$ cat config.mk
export PLATFORM = sky130hd
export DESIGN_NAME = instr_queue
export DESIGN_NICKNAME = d
export VERILOG_FILES = /design/src/rtl/instr_queue.sv
export SDC_FILE = /design/constraint.sdc
export NUM_CORES = 1
export LEC_CHECK = 0
export CELL_PAD_IN_SITES_DETAIL_PLACEMENT = 0
export CELL_PAD_IN_SITES_GLOBAL_PLACEMENT = 1
export CORE_ASPECT_RATIO = 0.9
export CORE_MARGIN = 2
export CORE_UTILIZATION = 53
export CTS_BUF_LIST = sky130_fd_sc_hd__clkbuf_16
export DETAILED_ROUTE_END_ITERATION = 7
export DONT_BUFFER_PORTS = 1
export GPL_ROUTABILITY_DRIVEN = 0
export GPL_TIMING_DRIVEN = 0
export PLACE_DENSITY_LB_ADDON = 0.2
export SYNTH_ARGS = -nofsm -noshare
export SYNTH_HDL_FRONTEND = slang
export SYNTH_SLANG_ARGS = --single-unit
$ cat constraint.sdc
create_clock -name CLK -period 2.95 [get_ports CLK]
set_input_delay 0.295 -clock CLK [delete_from_list [all_inputs] [get_ports CLK]]
set_output_delay 0.295 -clock CLK [all_outputs]
set_load 0.01 [all_outputs]
$ cat src/rtl/instr_queue.sv
// instr_queue: fetch-to-decode FIFO of {addr, instr} pairs with first-word fall-through
// and a flush that discards wrong-path entries on a PC redirect.
module instr_queue #(
    parameter int ADDR_W  = 16,
    parameter int INSTR_W = 9,
    parameter int DEPTH   = 4
) (
    input  logic                       CLK,
    input  logic                       reset_n,
    input  logic                       flush_ctrl,
    input  logic                       in_valid,
    input  logic [ADDR_W-1:0]          in_addr,
    input  logic [INSTR_W-1:0]         in_instr,
    output logic                       in_ready,
    output logic                       stall_ctrl,
    output logic                       out_valid,
    output logic [ADDR_W-1:0]          out_addr,
    output logic [INSTR_W-1:0]         out_instr,
    input  logic                       out_ready,
    output logic [$clog2(DEPTH):0]     count
);
    localparam int PW = $clog2(DEPTH);
    localparam int CW = PW + 1;

    logic [PW-1:0]      rd_q, rd_d, wr_q, wr_d;
    logic [CW-1:0]      cnt_q, cnt_d;
    logic [ADDR_W-1:0]  addr_q  [DEPTH];
    logic [INSTR_W-1:0] instr_q [DEPTH];
    logic               push, pop;

    assign in_ready   = cnt_q != CW'(DEPTH);
    assign stall_ctrl = ~in_ready;
    assign out_valid  = cnt_q != '0;
    assign out_addr   = addr_q[rd_q];
    assign out_instr  = instr_q[rd_q];
    assign count      = cnt_q;
    assign push       = in_valid & in_ready;
    assign pop        = out_valid & out_ready;

    // Flush wins: a same-cycle push is dropped, a same-cycle pop is simply absorbed.
    always_comb begin
        rd_d  = flush_ctrl ? '0 : rd_q + PW'(pop);
        wr_d  = flush_ctrl ? '0 : wr_q + PW'(push);
        cnt_d = flush_ctrl ? '0 : cnt_q + CW'(push) - CW'(pop);
    end

    always_ff @(posedge CLK or negedge reset_n) begin
        if (!reset_n) begin
            rd_q  <= '0;
            wr_q  <= '0;
            cnt_q <= '0;
            for (int i = 0; i < DEPTH; i++) begin
                addr_q[i]  <= '0;
                instr_q[i] <= '0;
            end
        end else begin
            rd_q  <= rd_d;
            wr_q  <= wr_d;
            cnt_q <= cnt_d;
            if (push && !flush_ctrl) begin
                addr_q[wr_q]  <= in_addr;
                instr_q[wr_q] <= in_instr;
            end
        end
    end
endmodule

# After elaboration in Yosys (flattened, before gate mapping)
# Index checks and enable logic that the tools add are counted.
# W data, S select, Z words.
# totals
reg_bits	107
inputBits	30
out_inout_bits	31
wordCells	43
# classes
n_addsub	4
n_lt_le_gt_ge	3
eq_ne	1
mux	15
bitwise_logic	5
reduce_logical	4
# op_table
op	n
$bwmux W64	1
$mux W16	3
$bwmux W36	1
$bmux W16 S2	1
$demux W16 S2	1
$mux W9	3
$bmux W9 S2	1
$demux W9 S2	1
$ge A3 B3 Y1 const B	2
$not A2 Y3	2
$add A2 B1 Y2	2
$mux W2	2
$add A3 B1 Y3	1
$lt A3 B1 Y1 const B	1
$mux W3	1
$ne A3 B3 Y1 const B	1
$reduce_bool A3 Y1	1
$sub A3 B1 Y3	1
$and A1 B1 Y1	2
$logic_and A1 B1 Y1	2
$logic_not A1 Y1	1
$not A1 Y1	1

# Logic depth before layout (Yosys ltp)
# depth
word_depth	6
depth_mapped	12
depth_no_buf	11

# Worst setup path after synthesis
# No wires, ideal clock.
# synth_timing
path_kind	reg2reg
startpoint	register cnt_q[1] (netlist: count[1])
endpoint	register cnt_q[2] (netlist: count[2])
setup_time_ns	0.086
t_arrival_ns	2.423
required_ns	2.864
setup_slack_ns	0.441
path_stages_with_launch	13
n_path_buf	1
period_less_slack_ns	2.509
cell_sequence	dfrtp_1 -> or3b_1 -> buf_6 -> and2_2 -> inv_1 -> ha_1 -> inv_1 -> ha_1 -> inv_1 -> fa_1 -> xor2_1 -> and2_1 -> nor3_1
# synth_via
elab_chain_len	5
# synth_lines
element	line_no	text
start, declared	26	logic [CW-1:0] cnt_q, cnt_d;
start signal, assigned	59	cnt_q <= cnt_d;
$ne A3 B3 Y1	31	assign in_ready = cnt_q != CW'(DEPTH);
named net in_ready	14	output logic in_ready,
$and A1 B1 Y1	37	assign push = in_valid & in_ready;
$add A3 B1 Y3	44	cnt_d = flush_ctrl ? '0 : cnt_q + CW'(push) - CW'(pop);
$sub A3 B1 Y3	44	
$mux W3	44	
named net cnt_d[2]	26	
# The timed path passes the listed nets, and every way through them passes these cells.
# A chain may end at the register's enable or synchronous reset.

# Worst setup path after layout
# Ends and elaborated chain as after synthesis.

==> flow_summary.yaml <==
place:
  place.detailed.hpwl_um: 5440
  numPortBuffers: 0
global_routing:
  first_pass_grt_wire_length_um: 14400
  groute.usage.overall_pct: 19.4
  grt_pass1_vias: 2610
  grt_start_max_net_pins: 108
  grt-ovfl-total: 0
  antenna_found_initial: 0
setup_path:
  cp-start-kind: "flop"
  critPathArrivalTime_ps: 2910
  worst-path-max-fanout: 7
  end_kind: "flop"
  path_class: "reg -> reg"
  cp_data_required_time_ps: 3210
timing:
  headroom_to_the_max_slew_limit_pct: 51.2
  report.final.slew_viol_count: 0
  rsz0062_at_grt: "false"
  hold_viol_final: 0
  finalCriticalPeriod_ps: 2650
  transition_time_of_the_tightest_slew_check_pin_ps: 731
  timing.clock.skew_ps: 6.87
  fmax_mhz: 377
  summed_negative_setup_slack_over_all_endpoints_ps: 0
  count_of_final_setup_violators: 0
  min_period_over_period_pct: 89.9
job:
  timing.max_cap.violations: 0
finish:
  layout-area-overhead-vs-synth_pct: 10.5
  layout.nets: 329
  post_route_cells_drive_above_1_share_pct: 52.9
  most-common-layout-cells: "dfrtp_1 (107), mux2_2 (80), mux4_2 (25)"
  layout.cells.most_common: "dfrtp_1"
  num_antenna_cells: 0
  fill_cells: 646
logic_synthesis:
  mean_instance_size_in_the_synthesized_netlist_um2: 17.3
  synth_largest_type_area_fraction_pct: 55.6
  ys_top_cells_by_area: "dfrtp_1 (56%), mux2_2 (19%), mux4_2 (12%)"
  postSynthNetCount: 314
  summed_instance_area_of_the_synthesized_netlist_mm2: 0.00481
  syn_inst: 279
  synthesis.yosys.warnings: 0
  seq_area_frac_synth_pct: 55.6
  synth.ff_latch_count: 107
  yosys.cell_types.count: 25
  post-synth-top-area-cell: "dfrtp_1"
floorplan:
  floorplan.rows: 32
  start_util_pct: 55.4
  floorplan.die.width_um: 104
  coreArea_mm2: 0.00869
  die_area_mm2: 0.00986
  die_y_um: 94.4
  boundaryPins: 61
clocking:
  htree_num_levels: 3
  cts.clk_slew.worst_paths_ps: 60
  cts.root.buffer_cell: "clkbuf_16"
  cts_tree: "yes"
  worstSkewPairLatency_ps: 340
  tritoncts.num_buffers: 9
  tritoncts_num_sinks: 107
  cts-root-to-sink-buffers: 2
power:
  report.power.total_mw: 5.50
  cellPowerDensity_mw_per_mm2: 1030
  leakagePower_nw: 2.37
  ir_drop_worst_case_vdd_mv: 0.616
worst_hold_path:
  hold_path_class: "in -> reg"
drt:
  postRouteAntennaNets: 0
  routed_wl_um: 8530
  detail_route.wl_per_cell_um: 20.5
  firstDrtPassIters: 4
  drt-vias-per-instance: 5.73
  vias_after_detailed_routing: 2384
  remaining_drc_errors: 0
  dr.first_iter.drc_count: 87
outcome:
  run_status: "complete, no violations"
## timing repair
item / CTS / global route
hold buffers: 3 / 1
setup buffers: 0 / 0
gates resized for setup: 0 / 0
endpoints found under the hold margin: 111 / 2
## sequential cells by signal, summed over array words and instances (netlist names)
name	cells
wr_q	2
count	3
addr_q	64
rd_q	2
instr_q	36
## power by group
| part | total, mW | switching, mW | internal [mW] | leakage (nW) |
|---|---|---|---|---|
| clock network | 1.23 | 0.502 | 0.727 | 0.154 |
| logic | 1.81 | 0.726 | 1.09 | 0.863 |
| registers | 2.46 | 0.330 | 2.13 | 1.35 |
## cells in the mapped netlist (all sizes together)
master    n
dfrtp   107
mux2    100
mux4     25
buf      14
nor2      5
ha        4
inv       4
nor2b     4
and2      3
clkbuf    2
nand4b    2
xnor2     2
and4      1
fa        1
nand3     1
nor3      1
or3       1
or3b      1
xor2      1
## path summary, 6_finish.rpt
path	from	slack (ps)	cells after the start	end
max in group asynchronous	reset_n	1970	2	addr_q[52]
hold reg to reg	instr_q[17]	500	1	instr_q[17]
setup / recovery	count[1]	300	12	count[2]
min in group asynchronous	reset_n	540	2	instr_q[31]
hold / removal	flush_ctrl	20	1	count[2]
setup reg to reg	count[1]	300	12	count[2]
## cell families (layout without fill, tap and decap cells)
group	Yosys count	count (layout)	share of synthesized area [%]
xor gates and xnor gates	3	3	0.546
and+or+nand+nor	19	19	2.83
DFF	107	107	55.6
buffers and inverters	20	38	2.89
muxes	125	125	36.7
adders and majority gates	5	5	1.46
## critical path, cell delays in order (launching register included)
cell and delay, ps:
dfrtp_1 480, or3b_1 430, buf_6 150, and2_2 200, inv_1 60, ha_1 220, inv_1 50, ha_1 130
inv_1 40, fa_1 360, xor2_1 160, and2_1 160, nor3_1 120
## through the flow
stage | setup WS (ps) | std cells | util, % | hold slack, ps | instance area [um^2]
finish | 298 | 416 | 61.2 | 18.4 | 5320
global placement | 327 | 398 | 57.1 | 3.67 | 4960
global route | 62.0 | 416 | 61.2 | 12.5 | 5320
floorplan | 441 | 279 | - | -0.591 | 4810
CTS | 277 | 415 | 61.1 | 1.45 | 5310
detailed placement | 296 | 398 | 57.1 | 3.88 | 4960
## per-layer routing
layer | up-vias | routed length (um) | global-route usage (%)
met5 | - | 0 | 0
li1 | 1056 | - | -
met2 | 47 | 3980 | 28.7
met3 | 9 | 526 | 8.42
met4 | 0 | 97 | 5.07
met1 | 1272 | 3930 | 26.7
## area by class of cell
type                    instances  area (um^2)  share of cell area [%]
well taps                     119          149                    2.80
clock inverters                 5         72.6                    1.36
plain buffers                  16          124                    2.33
inverters                       4         15.0                   0.282
repair buffers                  4         57.6                    1.08
clock buffers                   9          225                    4.24
flip-flops and latches        107         2680                    50.4
multi-input cells             152         2000                    37.6
Power figures use the tool's default switching activity.
